==> src/rtl/segmented_adder_if.sv <==
`default_nettype none
// ============================================================================
//  Module   : segmented_adder_if
//  Brief    : Request/response bundle for the segmented adder.
//  Revision : 1.0
// ============================================================================
interface segmented_adder_if #(
    parameter int N = 16
);
    logic         in_valid;
    logic         in_ready;
    logic [N-1:0] a;
    logic [N-1:0] b;
    logic         ci;
    logic         sub;
    logic         acc;
    logic         acc_clr;
    logic         out_valid;
    logic         out_ready;
    logic [N-1:0] s;
    logic         co;
    logic         ovf;

    modport slave (
        input  in_valid, a, b, ci, sub, acc, acc_clr, out_ready,
        output in_ready, out_valid, s, co, ovf
    );

    modport master (
        output in_valid, a, b, ci, sub, acc, acc_clr, out_ready,
        input  in_ready, out_valid, s, co, ovf
    );
endinterface
`default_nettype wire

==> src/rtl/segmented_adder.sv <==
`default_nettype none
// ============================================================================
//  Module   : segmented_adder
//  Brief    : N-bit add/sub processed W bits per clock, with accumulator.
//  Revision : 1.0
// ============================================================================
module segmented_adder #(
    parameter int N = 16,
    parameter int W = 4
) (
    input  logic               clk,
    input  logic               rst,
    segmented_adder_if.slave   bus
);
    localparam int K  = N / W;
    localparam int CW = (K > 1) ? $clog2(K) : 1;
    localparam logic [CW-1:0] c_last = CW'(K - 1);

    generate
        if ((W < 1) || (N % W != 0)) begin : g_bad_width
            $error("segmented_adder: N must be a non-zero multiple of W");
        end
    endgenerate

    typedef enum logic [1:0] {
        S_IDLE = 2'd0,
        S_RUN  = 2'd1,
        S_DONE = 2'd2
    } state_t;

    state_t        r_state;
    logic [N-1:0]  r_a;
    logic [N-1:0]  r_b;
    logic [N-1:0]  r_s;
    logic [N-1:0]  r_acc;
    logic          r_carry;
    logic          r_co;
    logic          r_ovf;
    logic          r_use_acc;
    logic [CW-1:0] r_cnt;

    logic [N-1:0]  w_b_sel;
    logic [N-1:0]  w_b_eff;
    logic [W:0]    w_seg;
    logic [N-1:0]  w_s_next;
    logic [N-1:0]  w_a_shift;
    logic [N-1:0]  w_b_shift;
    logic          w_ovf_last;

    // acc_clr coincident with an accumulate accept must feed a zero operand.
    assign w_b_sel = bus.acc ? (bus.acc_clr ? '0 : r_acc) : bus.b;
    assign w_b_eff = bus.sub ? ~w_b_sel : w_b_sel;

    // Operands shift down so the active segment is always the low W bits.
    assign w_seg = {1'b0, r_a[W-1:0]} + {1'b0, r_b[W-1:0]} + {{W{1'b0}}, r_carry};

    generate
        if (K == 1) begin : g_single
            assign w_s_next  = w_seg[W-1:0];
            assign w_a_shift = '0;
            assign w_b_shift = '0;
        end else begin : g_multi
            assign w_s_next  = {w_seg[W-1:0], r_s[N-1:W]};
            assign w_a_shift = {{W{1'b0}}, r_a[N-1:W]};
            assign w_b_shift = {{W{1'b0}}, r_b[N-1:W]};
        end
    endgenerate

    // Carry into the MSB is a^b^s at that bit; overflow compares it with carry out.
    assign w_ovf_last = r_a[W-1] ^ r_b[W-1] ^ w_seg[W-1] ^ w_seg[W];

    always_ff @(posedge clk) begin
        if (rst) begin
            r_state   <= S_IDLE;
            r_a       <= '0;
            r_b       <= '0;
            r_s       <= '0;
            r_acc     <= '0;
            r_carry   <= 1'b0;
            r_co      <= 1'b0;
            r_ovf     <= 1'b0;
            r_use_acc <= 1'b0;
            r_cnt     <= '0;
        end else begin
            case (r_state)
                S_IDLE: begin
                    if (bus.acc_clr) begin
                        r_acc <= '0;
                    end
                    if (bus.in_valid) begin
                        r_a       <= bus.a;
                        r_b       <= w_b_eff;
                        r_carry   <= bus.sub ^ bus.ci;
                        r_use_acc <= bus.acc;
                        r_cnt     <= '0;
                        r_state   <= S_RUN;
                    end
                end
                S_RUN: begin
                    r_a     <= w_a_shift;
                    r_b     <= w_b_shift;
                    r_s     <= w_s_next;
                    r_carry <= w_seg[W];
                    r_cnt   <= r_cnt + 1'b1;
                    if (r_cnt == c_last) begin
                        r_co  <= w_seg[W];
                        r_ovf <= w_ovf_last;
                        if (r_use_acc) begin
                            r_acc <= w_s_next;
                        end
                        r_state <= S_DONE;
                    end
                end
                S_DONE: begin
                    if (bus.out_ready) begin
                        r_state <= S_IDLE;
                    end
                end
                default: begin
                    r_state <= S_IDLE;
                end
            endcase
        end
    end

    assign bus.in_ready  = (r_state == S_IDLE);
    assign bus.out_valid = (r_state == S_DONE);
    assign bus.s         = r_s;
    assign bus.co        = r_co;
    assign bus.ovf       = r_ovf;
endmodule
`default_nettype wire
==> src/flat_wrapper.sv <==
// flat-port wrapper written by rule: the top's interface ports become plain ports
module segmented_adder_flat 
#(
    parameter int N = 16,
    parameter int W = 4
)
  (clk, rst, bus_in_valid, bus_a, bus_b, bus_ci, bus_sub, bus_acc, bus_acc_clr, bus_out_ready, bus_in_ready, bus_out_valid, bus_s, bus_co, bus_ovf);
  segmented_adder_if #(.N(N)) bus_i ();
  input  logic clk;
  input  logic rst;
  input wire logic [$bits(bus_i.in_valid)-1:0] bus_in_valid;
  input wire logic [$bits(bus_i.a)-1:0] bus_a;
  input wire logic [$bits(bus_i.b)-1:0] bus_b;
  input wire logic [$bits(bus_i.ci)-1:0] bus_ci;
  input wire logic [$bits(bus_i.sub)-1:0] bus_sub;
  input wire logic [$bits(bus_i.acc)-1:0] bus_acc;
  input wire logic [$bits(bus_i.acc_clr)-1:0] bus_acc_clr;
  input wire logic [$bits(bus_i.out_ready)-1:0] bus_out_ready;
  output wire logic [$bits(bus_i.in_ready)-1:0] bus_in_ready;
  output wire logic [$bits(bus_i.out_valid)-1:0] bus_out_valid;
  output wire logic [$bits(bus_i.s)-1:0] bus_s;
  output wire logic [$bits(bus_i.co)-1:0] bus_co;
  output wire logic [$bits(bus_i.ovf)-1:0] bus_ovf;
  assign bus_i.in_valid = bus_in_valid;
  assign bus_i.a = bus_a;
  assign bus_i.b = bus_b;
  assign bus_i.ci = bus_ci;
  assign bus_i.sub = bus_sub;
  assign bus_i.acc = bus_acc;
  assign bus_i.acc_clr = bus_acc_clr;
  assign bus_i.out_ready = bus_out_ready;
  assign bus_in_ready = bus_i.in_ready;
  assign bus_out_valid = bus_i.out_valid;
  assign bus_s = bus_i.s;
  assign bus_co = bus_i.co;
  assign bus_ovf = bus_i.ovf;
  segmented_adder #(.N(N), .W(W)) u_core (.clk(clk), .rst(rst), .bus(bus_i));
endmodule
==> config.mk <==
export PLATFORM = sky130hd
export DESIGN_NAME = segmented_adder_flat
export DESIGN_NICKNAME = d
export VERILOG_FILES = /design/src/rtl/segmented_adder_if.sv /design/src/rtl/segmented_adder.sv /design/src/flat_wrapper.sv
export SDC_FILE = /design/constraint.sdc
export NUM_CORES = 1
export LEC_CHECK = 0
export ABC_AREA = 1
export BUFFER_PORTS_ARGS = -buffer_cell sky130_fd_sc_hd__buf_2
export CORE_ASPECT_RATIO = 1.5
export CORE_MARGIN = 10
export CORE_UTILIZATION = 60
export CTS_CLUSTER_DIAMETER = 40
export DETAILED_ROUTE_END_ITERATION = 8
export HOLD_SLACK_MARGIN = 0.03
export PLACE_DENSITY_LB_ADDON = 0.2
export SLEW_MARGIN = 10
export SYNTH_ARGS = -nofsm -noshare
export SYNTH_HDL_FRONTEND = slang
export SYNTH_SLANG_ARGS = --single-unit
==> constraint.sdc <==
create_clock -name clk -period 5.2 [get_ports clk]
set_input_delay 0.78 -clock clk [delete_from_list [all_inputs] [get_ports clk]]
set_output_delay 0.78 -clock clk [all_outputs]
set_load 0.01 [all_outputs]
==> reports/metrics.yaml <==
sta:
  setup_ws_ns: 2.86
  setup_tns_ns: 0
  worst_hold_slack_ns: 0.468
  fin_skew_ns: 0.00930
  tightest_slew_ns: 0.922
  period_minus_slack_ns: 2.34
  finalCritPeriodShare_pct: 44.9
  slew_headroom_pct: 38.4
  clock.fmax_ghz: 0.428
  finalSetupViolCount: 0
  hold_viol_final: 0
  rsz0062_at_grt: "no"
  slew_violations: 0
placed_design:
  dp.cells: 590
  gp_congestion: 0.803
  place_area_sq_um: 3660
  dp_hpwl_mm: 6.17
  dp_slack_ns: 2.75
  io_buffers: 59
yosys:
  synth_area_leader_cell: "dfxtp_1"
  ys_warn_count: 0
  synth.cell_area_sq_um: 3470
  synth_top_area_share_pct: 41.5
  netlist_instances: 495
  synth_fp_nets: 541
  synth.area.top_cells: "dfxtp_1 (41%), nand2_1 (19%), nand3_1 (8.9%)"
  syn_avg_cell_area_sq_um: 7.02
  yosysSeqAreaShare_pct: 41.5
  ys_ff_latch: 72
  yosysUniqueCellTypes: 24
clocking:
  cts-root-buf: "clkbuf_8"
  cts_resized: 0
  insertion_delay_ns: 0.35
  cts_made_buffers: 9
  cts_tree: "yes"
  cts_hold_buffers: 0
  clockBufferDepth: 2
  cts_setup_buffers: 0
  htreeDepth: 3
  clkTransAtPathRegs_ns: 0.07
  cts.sinks: 72
critical_path:
  max_stage_delay_ns: 0.72
  path_buf_inv: 2
  critical_path.top_delay_family: "simple AND/OR/NAND/NOR gates"
  endpoint_kind: "register"
  crit_required_ns: 5.40
  crit_path_top_delay_cell: "clkinv_2"
  crit_chain: "inv_2, nand2_4, clkinv_2, nand2_1, nand2_1, nand2_1, a21oi_1"
  cp-start-kind: "register"
  worst-setup-path-type: "reg -> reg"
  cpMostUsedCell: "nand2_1"
  arrival_ns: 2.54
  cp_max_fo: 60
route:
  first_pass_iters: 5
  drt_iter0_drc: 348
  drt-wirelength-per-cell_microns: 15.1
  vias_per_cell: 5.72
  antenna_left: 0
  num_vias: 3459
  drc: 0
  wirelength_mm: 9.16
power:
  power.density_nw_per_um2: 335
  p_leak_nw: 1.71
  power_mw: 1.30
  ir_drop_mv: 0.222
run:
  cap_violations: 0
cells_and_area:
  nNetsFinal: 577
  layout.cells.non_filler: 605
  regArea_sq_um: 1440
  area_growth_pct: 11.3
  final_area_sq_um: 3870
  diodes: 0
  drive_above_1_share_pct: 15.3
  fillers: 505
  fin_util_pct: 69.9
  multi_input_area_sq_um: 1760
grt:
  grt_max_degree: 61
  overflow: 0
  antenna_found_initial: 0
  grtUsageTotal_pct: 20.2
  grt_first_pass_wirelength_mm: 15.1
  grt_pass1_vias: 3327
die:
  die_h_microns: 113
  dieArea_sq_um: 9300
  rows: 33
  initial_core_util_pct: 62.8
  die_x_microns: 82.1
  ios: 60
  core_sq_um: 5530
status:
  status: "complete, no violations"
min_path:
  hp-class: "reg -> reg"
==> tightest hold or removal path, stage by stage (launching register included) <==
cell     delay (ns)
dfxtp_1        0.31
nand2_1        0.06
a21oi_1        0.05
==> where the power goes <==
group	internal [mW]	leakage, nW	total (mW)	switching, mW
registers	0.592	0.590	0.620	0.0284
logic	0.0683	1.01	0.197	0.129
clock network	0.268	0.106	0.480	0.212
==> layout make-up <==
| class | instances | share of cell area, % |
|---|---|---|
| Inverter | 20 | 1.97 |
| Multi-Input combinational cell | 369 | 45.4 |
| Sequential cell | 72 | 37.3 |
| Clock inverter | 5 | 2.13 |
| Clock buffer | 10 | 3.30 |
| Tap cell | 70 | 2.26 |
| Timing Repair Buffer | 59 | 7.63 |
==> worst paths after layout <==
kind                            cells after the start              start            end  slack (ns)
worst min register to register                      2      u_core.r_b[6]  u_core.r_b[6]        0.47
worst min-delay path                                2      u_core.r_b[6]  u_core.r_b[6]        0.47
worst max register to register                      7  u_core.r_state[1]  u_core.r_b[1]        2.86
worst max-delay path                                7  u_core.r_state[1]  u_core.r_b[1]        2.86
==> metal layers <==
layer	GRT usage (%)	routed length, microns
met5	0	0
met4	9.79	282
met3	4.83	500
met2	35.2	4850
met1	21.7	3530
==> registers in the layout (all words and copies together), names as in the netlist <==
register and flops:
u_core.bus.co 1, u_core.r_cnt 2, u_core.r_a 16, u_core.r_use_acc 1, u_core.r_acc 16, u_core.r_b 16
u_core.r_carry 1, u_core.bus.ovf 1, u_core.r_state 2, u_core.bus.s 16
==> synthesized netlist by cell type <==
cell and number:
ha_1 4, nand3_1 62, inv_1 15, o21ai_1 8
a21oi_1 43, nor2_4 1, xor2_1 1, buf_2 18
o21ai_0 28, buf_4 5, inv_2 4, dfxtp_1 72
o21a_1 2, clkinv_2 1, fa_1 2, a31oi_1 28
o211ai_1 3, clkbuf_1 7, nor2_1 6, nor3_1 1
nand2_4 3, buf_6 4, nand2_1 176, nand3b_1 1
==> logic make-up (layout without fill, tap and decap cells) <==
family / after synthesis / count (layout) / share of synthesized area (%)
simple gates: 250 / 250 / 30.2
fa+ha+maj: 6 / 6 / 2.59
flops: 72 / 72 / 41.5
compound gates: 112 / 112 / 17.5
buf+inv: 54 / 94 / 7.92
xor+xnor: 1 / 1 / 0.252
==> cells in the final DEF (no fill, tap or decap) <==
| cell | n |
|---|---|
| fa_1 | 2 |
| clkinv_2 | 2 |
| ha_1 | 4 |
| inv_1 | 15 |
| nor2_4 | 1 |
| inv_2 | 4 |
| a21oi_1 | 43 |
| bufinv_16 | 2 |
| nor2_1 | 6 |
| clkinv_4 | 2 |
| a31oi_1 | 28 |
| nand3b_1 | 1 |
| o21ai_1 | 8 |
| nand2_4 | 3 |
| nand2_1 | 176 |
| dfxtp_1 | 72 |
| o21a_1 | 2 |
| nor3_1 | 1 |
| o21ai_0 | 28 |
| clkbuf_8 | 9 |
| clkbuf_1 | 1 |
| nand3_1 | 62 |
| buf_2 | 59 |
| xor2_1 | 1 |
| o211ai_1 | 3 |
No activity file was read; power rests on OpenSTA's default activity.
